--- src/rtl/ccff_chain_loader.sv ---
// ccff_chain_loader: takes bitstream words over valid/ready and shifts them MSB-first into a ccff chain.
// Optional feature macro CCFF_READBACK_EN adds rb_data, which captures the chain tail while shifting.
module ccff_chain_loader #(
    parameter int unsigned CHAIN_LEN = 8,
    parameter int unsigned WORD_W    = 4,
    parameter int unsigned TIMEOUT   = 16
) (
    input  logic              prog_clk,
    input  logic              pReset,
    input  logic              start,
    input  logic              abort,
    input  logic              word_valid,
    output logic              word_ready,
    input  logic [WORD_W-1:0] word_data,
    output logic              ccff_head,
    input  logic              ccff_tail,
    output logic              shift_en,
    output logic              busy,
    output logic              done,
    output logic              aborted,
    output logic              error
`ifdef CCFF_READBACK_EN
    ,
    output logic [CHAIN_LEN-1:0] rb_data
`endif
);

    localparam int unsigned BitCntW  = $clog2(CHAIN_LEN + 1);
    localparam int unsigned WordCntW = $clog2(WORD_W + 1);
    localparam int unsigned StallW   = $clog2(TIMEOUT + 1);

    localparam logic [BitCntW-1:0]  LastBit   = BitCntW'(CHAIN_LEN);
    localparam logic [WordCntW-1:0] LastWord  = WordCntW'(WORD_W);
    localparam logic [StallW-1:0]   LastStall = StallW'(TIMEOUT - 1);

    typedef enum logic [1:0] {StIdle, StFetch, StShift, StDone} state_e;

    state_e              r_state,     w_state_nxt;
    logic [WORD_W-1:0]   r_shift,     w_shift_nxt;
    logic [BitCntW-1:0]  r_bit_cnt,   w_bit_cnt_nxt;
    logic [WordCntW-1:0] r_word_cnt,  w_word_cnt_nxt;
    logic [StallW-1:0]   r_stall_cnt, w_stall_cnt_nxt;
    logic                r_head,      w_head_nxt;
    logic                r_error,     w_error_nxt;
    logic                r_aborted,   w_aborted_nxt;

    logic [WORD_W-1:0]   w_shift_sl;
    logic [BitCntW-1:0]  w_bit_inc;
    logic [WordCntW-1:0] w_word_inc;

    assign w_shift_sl = r_shift << 1;
    assign w_bit_inc  = r_bit_cnt + BitCntW'(1);
    assign w_word_inc = r_word_cnt + WordCntW'(1);

    always_ff @(posedge prog_clk or negedge pReset) begin
        if (!pReset) begin
            r_state     <= StIdle;
            r_shift     <= '0;
            r_bit_cnt   <= '0;
            r_word_cnt  <= '0;
            r_stall_cnt <= '0;
            r_head      <= 1'b0;
            r_error     <= 1'b0;
            r_aborted   <= 1'b0;
        end else begin
            r_state     <= w_state_nxt;
            r_shift     <= w_shift_nxt;
            r_bit_cnt   <= w_bit_cnt_nxt;
            r_word_cnt  <= w_word_cnt_nxt;
            r_stall_cnt <= w_stall_cnt_nxt;
            r_head      <= w_head_nxt;
            r_error     <= w_error_nxt;
            r_aborted   <= w_aborted_nxt;
        end
    end

    always_comb begin
        w_state_nxt     = r_state;
        w_shift_nxt     = r_shift;
        w_bit_cnt_nxt   = r_bit_cnt;
        w_word_cnt_nxt  = r_word_cnt;
        w_stall_cnt_nxt = r_stall_cnt;
        w_head_nxt      = r_head;
        w_error_nxt     = r_error;
        w_aborted_nxt   = 1'b0;

        unique case (r_state)
            StIdle: begin
                if (start) begin
                    w_state_nxt     = StFetch;
                    w_bit_cnt_nxt   = '0;
                    w_stall_cnt_nxt = '0;
                    w_error_nxt     = 1'b0;
                end
            end
            StFetch: begin
                // Abort outranks both the handshake and the stall timeout.
                if (abort) begin
                    w_state_nxt   = StIdle;
                    w_aborted_nxt = 1'b1;
                end else if (word_valid) begin
                    w_state_nxt     = StShift;
                    w_shift_nxt     = word_data;
                    w_head_nxt      = word_data[WORD_W-1];
                    w_word_cnt_nxt  = '0;
                    w_stall_cnt_nxt = '0;
                end else if (r_stall_cnt == LastStall) begin
                    w_state_nxt = StIdle;
                    w_error_nxt = 1'b1;
                end else begin
                    w_stall_cnt_nxt = r_stall_cnt + StallW'(1);
                end
            end
            StShift: begin
                if (abort) begin
                    w_state_nxt   = StIdle;
                    w_aborted_nxt = 1'b1;
                end else begin
                    w_shift_nxt    = w_shift_sl;
                    w_head_nxt     = w_shift_sl[WORD_W-1];
                    w_word_cnt_nxt = w_word_inc;
                    w_bit_cnt_nxt  = w_bit_inc;
                    // Chain completion wins, so a partial last word drops its low bits.
                    if (w_bit_inc == LastBit) begin
                        w_state_nxt = StDone;
                    end else if (w_word_inc == LastWord) begin
                        w_state_nxt = StFetch;
                    end
                end
            end
            StDone: begin
                w_state_nxt   = StIdle;
                w_aborted_nxt = abort;
            end
            default: begin
                w_state_nxt = StIdle;
            end
        endcase
    end

    assign word_ready = (r_state == StFetch);
    assign shift_en   = (r_state == StShift);
    assign busy       = (r_state != StIdle);
    assign done       = (r_state == StDone);
    assign ccff_head  = r_head;
    assign aborted    = r_aborted;
    assign error      = r_error;

`ifdef CCFF_READBACK_EN
    logic [CHAIN_LEN-1:0] r_rb;

    always_ff @(posedge prog_clk or negedge pReset) begin
        if (!pReset) begin
            r_rb <= '0;
        end else if (r_state == StIdle && start) begin
            r_rb <= '0;
        end else if (r_state == StShift && !abort) begin
            r_rb <= (r_rb << 1) | CHAIN_LEN'(ccff_tail);
        end
    end

    assign rb_data = r_rb;
`else
    logic w_unused_tail;
    assign w_unused_tail = ccff_tail;
`endif

endmodule

--- config.mk ---
export PLATFORM = sky130hd
export DESIGN_NAME = ccff_chain_loader
export DESIGN_NICKNAME = d
export VERILOG_FILES = /design/src/rtl/ccff_chain_loader.sv
export SDC_FILE = /design/constraint.sdc
export NUM_CORES = 1
export LEC_CHECK = 0
export ABC_AREA = 1
export CORE_MARGIN = 2
export CORE_UTILIZATION = 52
export DETAILED_ROUTE_END_ITERATION = 8
export PLACE_DENSITY = 0.82
export SYNTH_ARGS = -nofsm -noshare
export SYNTH_HDL_FRONTEND = slang
export SYNTH_SLANG_ARGS = --single-unit
--- constraint.sdc ---
create_clock -name prog_clk -period 2 [get_ports prog_clk]
set_clock_uncertainty 0.1 [all_clocks]
set_input_delay 0.6 -clock prog_clk [delete_from_list [all_inputs] [get_ports prog_clk]]
set_output_delay 0.6 -clock prog_clk [all_outputs]
set_load 0.02 [all_outputs]
==> run summary, run 1 <==
CP bufs+invs: 1
Crit Path Class: register to primary output
Drt first-iter violations: 27
Setup_tns: 0 ns
Max Root-Sink Buffers: 2
Crit start category: register
TritonCTS Buffers: 3
# setup viols final: 0
Crit Path Max Fanout: 1
Mapped cell area: 1080 sq um
Synth warnings: 0
Max VDD drop: 0.559 mV
FILL cells: 176
Flop and latch count out of synthesis: 20
Placed Area: 1300 sq um
Initial Util: 55.0%
Global placement routability congestion: 0.862
Largest net degree at the start of global routing: 21
# port buffers: 15
CP arrival: 1.24 ns
WL met3: 115 microns
DIE AREA: 2460 sq um
Placement Rows: 16
Tcrit/Tclk final: 97.0%
Hold path depth: 2
Relative slew slack: 82.8%
Initial antenna violation count: 0
Routed Wire Length: 2260 microns
Library cells used by synthesis: 21
Crit path cell chain: clkdlybuf4s50_1
Die H: 49.6 microns
Cell count after synthesis: 136
First-pass GRT wire length: 3960 microns
Worst Reg-to-Reg Cells: 11
Final Hold Viols: 0
Area Growth Syn to Fin: 25.4%
F_max: 0.515 GHz
Hold Path End: error
Core area: 1960 sq um
Die X: 49.6 microns
Worst skew pair latency: 0.30 ns
Power Dens Cells: 911 nW/um^2
I/O pin total: 17
Reg-to-Reg Start: r_stall_cnt[1]
Clock Sinks: 20
Router iterations before antenna repair: 4
Post-DRT Antenna Nets: 0
Vias in the first global route: 940
RSZ-0062 raised after global routing: no
Critical Path RT: 1.30 ns
Routed len/inst: 11.9 microns
Top Metal Used: met4
Outcome: completed
Design area: 1350 sq um
LEAKAGE: 0.743 nW
H-tree depth: 1
Least-Margin Pin Slew: 0.258 ns
CP Capture Type: primary output
CP peak stage delay: 0.60 ns
R2r endpoint: r_stall_cnt[0]
Met1 WL: 1000 microns
Layout cells sized above 1: 17.2%
Slowest-stage cell, CP: clkdlybuf4s50_1
Clock Pin Slew Worst Setup and Hold Paths: 0.11 ns
Overall Power: 1.23 mW
FF-to-FF setup slack: 0.19 ns
Worst Hold Launch: error
Post-synthesis sequential area ratio: 46.3%
DRC: 0
Maxcap violations: 0
Via count: 984
Period minus WS final: 1.94 ns
CTS tree: done
Metal2 WL: 1120 microns
Hold Path Class: register to register
Max-slew violation count: 0
Family with the most delay on the worst path: buffers and inverters
Clk root buf: clkbuf_4
Instance count on the critical path: 1
Syn Nets: 151
Vias per cell: 5.18
HPWL Detailed: 1730 microns
Total Routing Usage GR: 21.3%
Gr ovfl total: 0
NumNets Final: 179
N_diodes: 0
Mean Syn Cell Area: 7.94 sq um
power by group:
part / leakage [nW] / internal, mW / switching (mW)
Clock: 0.0210 / 0.111 / 0.119
Combinational: 0.456 / 0.175 / 0.285
Sequential: 0.266 / 0.485 / 0.0589
layer usage:
layer | vias to the layer above | track usage (%)
met1 | 450 | 25.1
met4 | 0 | 10.6
met3 | 4 | 4.55
met2 | 35 | 36.2
li1 | 495 | -
met5 | - | 0
metrics by stage:
step,worst slack (ns),hold WS (ns),cells,util (%)
2_1_floorplan,0.468,0.204,136,-
3_3_place_gp,0.0602,0.396,183,66.3
3_5_place_dp,0.0491,0.391,183,66.3
4_1_cts,0.00327,0.422,189,68.5
5_1_grt,0.00392,0.473,190,69.0
6_report,0.0592,0.420,190,69.0
area by class of cell:
cell class	count	area, sq um	area share [%]
Sequential cell	20	502	37.1
Clock buffer	4	36.3	2.68
Timing Repair Buffer	23	200	14.8
Tap cell	27	33.8	2.50
Inverter	20	75.1	5.55
Multi-Input combinational cell	96	507	37.4
flip-flops by register name (all words and copies together), names as in the netlist:
register     count
r_state          2
r_word_cnt       3
error            1
ccff_head        1
r_stall_cnt      5
r_shift          3
aborted          1
r_bit_cnt        4
worst max-delay path by stage:
stage | slack [ns] | start | to
detailed placement | 0.05 | abort | r_stall_cnt[0]
finish | 0.06 | aborted | aborted
CTS | 0.003 | r_state[1] | word_ready
global route | 0.004 | aborted | aborted
floorplan | 0.47 | r_stall_cnt[0] | r_stall_cnt[0]
global placement | 0.06 | abort | r_shift[1]
worst min-delay path, cell delays in order, from the launching register on:
cell and delay, ns:
dfrtp_1 0.37, a31oi_1 0.05, nor2_1 0.07
cells by family (layout without fill, tap and decap cells):
group	after synthesis	after routing	share of synthesized area, %
and+or+nand+nor	75	75	32.4
DFF	20	20	46.3
buffers and inverters	20	47	6.95
AOI/OAI and AO/OA	16	16	8.46
adders and majority gates	5	5	5.79
placed cells by master, fill, tap and decap left out:
master	Yosys	final
a21oi_1	1	1
a31oi_1	1	1
buf_2	0	1
buf_4	0	8
clkbuf_2	0	2
clkbuf_4	0	3
clkbuf_8	0	1
clkdlybuf4s15_1	0	1
clkdlybuf4s50_1	0	9
dfrtp_1	20	19
dfrtp_2	0	1
dlymetal6s2s_1	0	2
ha_1	5	5
inv_1	17	17
inv_2	3	3
nand2_1	36	36
nand2_2	2	2
nand2_4	2	2
nand3_1	15	15
nand3_2	1	1
nand3b_1	1	1
nand4_1	3	3
nor2_1	12	11
nor2_2	1	2
nor2_4	1	1
o211ai_1	2	2
o21ai_0	4	4
o21ai_1	6	6
o31ai_1	2	2
or2_2	1	1
timing repair:
item,4_1_cts,5_1_grt
setup endpoints to repair,4,6
hold buffers,0,0
pin swaps,0,0
gates resized for setup,7,9
buffers inserted,2,1
synth_stat cells:
cell type  count  area share (%)
a21oi_1        1            0.46
ha_1           5             5.8
nand3b_1       1            0.70
o21ai_1        6             2.8
inv_1         17             5.9
nand3_1       15             7.0
nor2_4         1             1.0
nand2_1       36              13
or2_2          1            0.58
inv_2          3             1.0
nand2_2        2             1.2
nor2_1        12             4.2
o21ai_0        4             1.9
a31oi_1        1            0.58
nand2_4        2             2.1
nor2_2         1            0.58
o211ai_1       2             1.4
nand4_1        3             1.7
dfrtp_1       20              46
o31ai_1        2             1.4
nand3_2        1            0.93
Power figures use the tool's default switching activity.
==> run 2: changes to the inputs <==
--- a/config.mk
+++ b/config.mk
@@ -9,6 +9,7 @@
 export CORE_MARGIN = 2
 export CORE_UTILIZATION = 52
 export DETAILED_ROUTE_END_ITERATION = 8
+export GPL_TIMING_DRIVEN = 0
 export PLACE_DENSITY = 0.82
 export SYNTH_ARGS = -nofsm -noshare
 export SYNTH_HDL_FRONTEND = slang
==> run 2 against run 1 <==
Effect of this change:
- core utilization decreased by 2.0 points
- routed wire length decreased by 5.8%
- critical endpoint unchanged
- worst hold slack worse by 0.0042 ns
- final cell count down 3.7%
- die area stayed put
- critical path depth unchanged
- design area fell by 3.0%
- via count is 4.4% lower
- global-route usage fell by 1.3 points
==> run summary, run 2 (synthesis results as in run 1) <==
Max reg flops: 5 (unchanged)
Least-Margin Pin Slew: 0.913 ns (was 0.258 ns)
Most common cell after layout, fill and taps aside: nand2_1 (unchanged)
Largest net degree at the start of global routing: 21 (unchanged)
Initial Util: 55.0% (unchanged)
Maxcap violations: 0 (unchanged)
I/O pin total: 17 (unchanged)
CP arrival: 1.23 ns (was 1.24 ns)
Tcrit/Tclk final: 96.5% (was 97.0%)
Final hold slack: 0.416 ns (was 0.420 ns)
CTS tree: done (unchanged)
Global placement routability congestion: 0.798 (was 0.862)
CP Capture Type: primary output (unchanged)
# port buffers: 15 (unchanged)
Crit path cell chain: clkdlybuf4s50_1 (unchanged)
Max Root-Sink Buffers: 2 (unchanged)
Max-slew violation count: 0 (unchanged)
Routed len/inst: 11.7 microns (was 11.9 microns)
Via count: 941 (was 984)
TritonCTS Buffers: 3 (unchanged)
F_max: 0.518 GHz (was 0.515 GHz)
Final worst slack: 0.0695 ns (was 0.0592 ns)
First-pass GRT wire length: 3820 microns (was 3960 microns)
Area Growth Syn to Fin: 21.7% (was 25.4%)
Design area: 1310 sq um (was 1350 sq um)
Placement Rows: 16 (unchanged)
Crit start category: register (unchanged)
Worst skew pair latency: 0.29 ns (was 0.30 ns)
DRC: 0 (unchanged)
Die H: 49.6 microns (unchanged)
HPWL Detailed: 1640 microns (was 1730 microns)
Gr ovfl total: 0 (unchanged)
Reg with most FFs: r_stall_cnt (unchanged)
Biggest regs: r_stall_cnt x5, r_bit_cnt x4 (unchanged)
N_diodes: 0 (unchanged)
NumNets Final: 172 (was 179)
Critical Path RT: 1.30 ns (about the same)
Outcome: completed (unchanged)
Period minus WS final: 1.93 ns (was 1.94 ns)
DIE AREA: 2460 sq um (unchanged)
Most frequent cells in the layout: nand2_1, dfrtp_1, inv_1 (unchanged)
Pre-CTS WS: -0.0102 ns (was 0.0491 ns)
Power Dens Cells: 927 nW/um^2 (was 911 nW/um^2)
Slowest-stage cell, CP: clkdlybuf4s50_1 (unchanged)
# setup viols final: 0 (unchanged)
CP peak stage delay: 0.60 ns (about the same)
Clock Pin Slew Worst Setup and Hold Paths: 0.11 ns (about the same)
Relative slew slack: 38.9% (was 82.8%)
Clock Sinks: 20 (unchanged)
Crit Path Max Fanout: 1 (unchanged)
Family with the most delay on the worst path: buffers and inverters (unchanged)
Vias in the first global route: 902 (was 940)
Vias per cell: 5.14 (was 5.18)
H-tree depth: 1 (unchanged)
Routed Wire Length: 2130 microns (was 2260 microns)
Post-DRT Antenna Nets: 0 (unchanged)
Total Routing Usage GR: 19.9% (was 21.3%)
RSZ-0062 raised after global routing: no (unchanged)
Layout cells sized above 1: 13.5% (was 17.2%)
Router iterations before antenna repair: 4 (unchanged)
LEAKAGE: 0.711 nW (was 0.743 nW)
Drt first-iter violations: 14 (was 27)
Die X: 49.6 microns (unchanged)
Core area: 1960 sq um (unchanged)
Placed Area: 1260 sq um (was 1300 sq um)
Hold Path Class: register to register (unchanged)
Crit Path Class: register to primary output (unchanged)
CP bufs+invs: 1 (unchanged)
Initial antenna violation count: 0 (unchanged)
Max VDD drop: 0.548 mV (was 0.559 mV)
Clk root buf: clkbuf_4 (unchanged)
Final Hold Viols: 0 (unchanged)
[run 2: power breakdown]
group	switching (mW)	internal, mW	leakage, nW
clock network	0.126	0.111	0.0210
registers	0.0581	0.482	0.266
logic	0.270	0.171	0.424
total	0.454	0.764	0.711
[run 2: routing by layer]
metal	track usage [%]	part of all wire, %	up-vias
met5	0	0	-
met4	4.17	0.56	0
met3	4.85	5.6	2
met2	32.9	45	24
met1	26.6	49	432
li1	-	-	483
[run 2: through the flow]
stage / total power [mW] / util [%] / instances / setup TNS (ns)
floorplan: 0.815 / - / 136 / 0
detailed placement: 0.971 / 64.4 / 178 / -0.0102
CTS: 1.19 / 66.3 / 182 / -0.0750
finish: 1.22 / 67.0 / 183 / 0
global route: 1.31 / 67.0 / 183 / 0
global placement: 0.960 / 64.4 / 178 / 0
[run 2: worst paths after layout]
| path | from | to | slack (ns) | cells past startpoint |
|---|---|---|---|---|
| setup reg to reg | r_stall_cnt[0] | r_stall_cnt[0] | 0.17 | 11 |
| max in group asynchronous | pReset | r_state[1] | 0.48 | 1 |
| hold / removal | error | error | 0.42 | 2 |
| setup / recovery | aborted | aborted | 0.07 | 1 |
| min in group asynchronous | pReset | ccff_head | 0.70 | 1 |
| hold reg to reg | error | error | 0.42 | 2 |
[run 2: final cells by class]
type | count | area (sq um)
clock buffers | 4 | 36.3
fillers | 179 | 648
inverters | 20 | 77.6
multi-input cells | 96 | 512
flip-flops and latches | 20 | 502
well taps | 27 | 33.8
repair buffers | 16 | 153
[run 2: what timing repair did]
| action | 4_1_cts | 5_1_grt |
|---|---|---|
| endpoints found under the setup margin | 4 | 6 |
| hold buffers | 0 | 0 |
| gates cloned | 0 | 0 |
| buffers inserted | 0 | 1 |
| pin swaps | 0 | 1 |
| gates resized for setup | 9 | 8 |
==> variant 1 (flow settings as in run 1) <==
Add a define of `CCFF_READBACK_EN`.
--- a/src/rtl/ccff_chain_loader.sv
+++ b/src/rtl/ccff_chain_loader.sv
@@ -2,2 +2,4 @@
 // Optional feature macro CCFF_READBACK_EN adds rb_data, which captures the chain tail while shifting.
+`define CCFF_READBACK_EN
+
 module ccff_chain_loader #(
Formal check against the unedited RTL (old outputs only; new: rb_data): equivalent (equiv_simple and equiv_induct, registers matched by name and starting in step).
==> variant 1 against run 1 <==
  * Sequential cell count grew 8
  * Power grew 32%
  * Non-clock buffer count grew 7
  * Synthesized area grew 30%
  * Wire length grew 22%
  * Global-route usage shrank 1.2 points
  * Highest routed layer unchanged
  * Register-to-register slack gained 0.07 ns
  * Largest power group unchanged
  * Cell area grew 28%
  * Worst setup slack gained 0.027 ns
  * Critical path type unchanged
  * First-iteration DRC count grew 81%
==> variant 1: results (changes against run 1) <==
| Metric | Value |
|---|---|
| Worst relative slew slack | 74.66% (-8.1 points) |
| R2r endpoint | r_stall_cnt[4] |
| CP Max Fanout | 6 (+5) |
| Hold Worst Slack | 0.4297 ns (+0.009806 ns) |
| Vias in the first global route | 1180 (+26%) |
| Period utilisation layout | 95.70% (-1.3 points) |
| Number of distinct library cells after synthesis | 22 (+4.8%) |
| Final std cells w/o fill | 224 (+18%) |
| CP delay by family, top | flip-flops |
| Post-Route M1 WL | 1235 um (+23%) |
| Worst hold start | r_word_cnt[0] |
| Clk slew on worst S/H paths | 0.15 ns (+0.04 ns) |
| CP max stage delay | 0.49 ns (-0.11 ns) |
| Detailed Place HPWL | 2096 um (+21%) |
| Placer Congestion | 0.8805 (+2.2%) |
| Commonest cells in the netlist | nand2_1 (32), dfrtp_1 (28), inv_1 (27) |
| GRT Total Usage | 20.07% (-1.2 points) |
| Pleak | 0.9013 nW (+21%) |
| R2r setup slk | 0.26 ns (+0.07 ns) |
| Capture point of the critical path | done |
| Met3 WL post-DR | 109 um (-5.2%) |
| First-pass GRT wire length | 5023 um (+27%) |
| Dpl ws | -0.02355 ns (-0.07262 ns) |
| Post-layout net count | 210 (+17%) |
| Sequential-to-total area share from yosys stat | 50.04% (+3.7 points) |
| Status | complete, no violations |
| Hold path endpoint | r_word_cnt[0] |
| Maximum vdd drop | 0.7274 mV (+30%) |
| Post-CTS setup buffer count | 0 (-2) |
| Psw | 0.0005644 W (+22%) |
| Detailed Route Iter0 Violations | 49 (+81%) |
| RR Startpoint | r_stall_cnt[0] |
| M2 GR Usage | 33.84% (-2.4 points) |
variant 1: kinds of logic after synthesis:
group / count (synthesis) / share of synthesized area, %
AOI/OAI and AO/OA: 32 / 13.67
adders and majority gates: 5 / 4.468
buffers and inverters: 31 / 9.384
DFF: 28 / 50.04
muxes: 1 / 0.7150
and+or+nand+nor: 65 / 21.72
variant 1: power by group through the flow:
stage | Sequential, W | Clock [W] | Combinational (W)
floorplan | 0.000772 | 0 | 0.000315
global placement | 0.000749 | 0 | 0.000542
detailed placement | 0.000754 | 0 | 0.000557
CTS | 0.000744 | 0.000378 | 0.000528
global route | 0.000761 | 0.000401 | 0.000581
finish | 0.000743 | 0.000371 | 0.000514
variant 1: layout make-up:
cell class	count	area share (%)
Clock buffer	3	1.304
Clock inverter	1	1.739
Inverter	29	6.304
Multi-Input combinational cell	103	32.90
Sequential cell	28	40.72
Tap cell	30	2.174
Timing Repair Buffer	30	14.86
==> variant 2 (flow settings as in run 1) <==
Without the edit above. Register the output `error` once more, cleared by the reset; this adds one clock of latency there. The other outputs are not delayed to match.
--- a/src/rtl/ccff_chain_loader.sv
+++ b/src/rtl/ccff_chain_loader.sv
@@ -146,3 +146,9 @@
     assign aborted    = r_aborted;
-    assign error      = r_error;
+    always_ff @(posedge prog_clk or negedge pReset) begin
+        if (!pReset) begin
+            error <= '0;
+        end else begin
+            error <= r_error;
+        end
+    end
 
Function: no difference found for any inputs over 10 cycles, from zero or initial values and one cycle with pReset low; that may be too few to reach the edited logic, so the function may still have changed.
==> variant 2 against run 1 <==
  * Sequential cell count is 1 higher
  * Clock power is 9.1% lower
  * Highest routed layer unchanged
  * Power is 17% higher
  * Largest cell class is now registers
  * Core utilization shrank 0.068 points
  * Hold slack worse by 0.13 ns
  * Die area grew 4.0%
  * Synthesized area grew 4.4%
  * Wire length is 0.71% higher
  * Critical path type unchanged
  * Count of clock-buffer cells in the layout shrank 1
  * Worst setup slack worse by 0.018 ns
  * Cell area up 1.9%
  * Critical endpoint is now word_ready
==> variant 2: results (changes against run 1) <==
| Metric | Value |
|---|---|
| Share of cells above drive strength 1 | 16.25% (-0.93 points) |
| F_max | 510.6 MHz (-0.90%) |
| RR Startpoint | r_stall_cnt[0] |
| Detailed Route Iter0 Violations | 32 (+19%) |
| Final WS setup | 0.04161 ns (-0.01764 ns) |
| Dpl ws | 0.001866 ns (-0.04720 ns) |
| GR Layer Usage met1 | 26.34% (+1.2 points) |
| Pin count of the biggest net entering global routing | 22 (+4.8%) |
| R2r setup slk | 0.31 ns (+0.12 ns) |
| Final std cells w/o fill | 187 (-1.6%) |
| Post-synthesis xor/xnor area fraction | 0.7769% (+0.78 points) |
| Post-Route WL | 2280 um (+0.71%) |
| Detailed Place HPWL | 1746 um (+1.2%) |
| Post-CTS setup buffer count | 0 (-2) |
| First-pass GRT wire length | 4043 um (+2.1%) |
| M2 GR Usage | 35.75% (-0.48 points) |
| Number of distinct library cells after synthesis | 22 (+4.8%) |
| Synth Instances | 134 (-1.5%) |
| Multi-input gates | 93 (-3.1%) |
| WL met2 | 1125 um (+0.90%) |
| Status | complete, no violations |
| Met3 WL post-DR | 53 um (-54%) |
| Pleak | 0.6989 nW (-5.9%) |
| Net Count, Synth | 149 (-1.3%) |
| Buffer share of cell area | 14.60% (-0.19 points) |
| Maximum vdd drop | 0.6315 mV (+13%) |
| Reg2reg path depth | 9 (-2) |
| Critical path launch point | r_state[1] |
| Adder-cell share of the synthesized area | 5.549% (-0.24 points) |
| Via count | 961 (-2.3%) |
[variant 2: changes by cell type in the layout (fill, tap and decap cells not counted), moves of 2 or more]
cell            change
dlygate4sd2_1       +3
dlymetal6s2s_1      -2
o21ai_0             -2
o21ai_1             +6
nand2_4             -2
nor2_1              -4
nand2_1             -2
o31ai_1             -2
[variant 2: power groups by stage]
| stage | logic [W] | registers, W | clock network, W |
|---|---|---|---|
| after floorplan | 0.000368 | 0.000629 | 0 |
| after global placement | 0.000618 | 0.000616 | 0 |
| after detailed placement | 0.000644 | 0.000628 | 0 |
| after CTS | 0.000619 | 0.000620 | 0.000214 |
| after global routing | 0.000690 | 0.000634 | 0.000231 |
| final | 0.000614 | 0.000621 | 0.000209 |
[variant 2: critical path, cell delays in order, from the launching register on]
cell and delay, ns:
dfrtp_2 0.47, nor2_4 0.13, dlygate4sd2_1 0.34
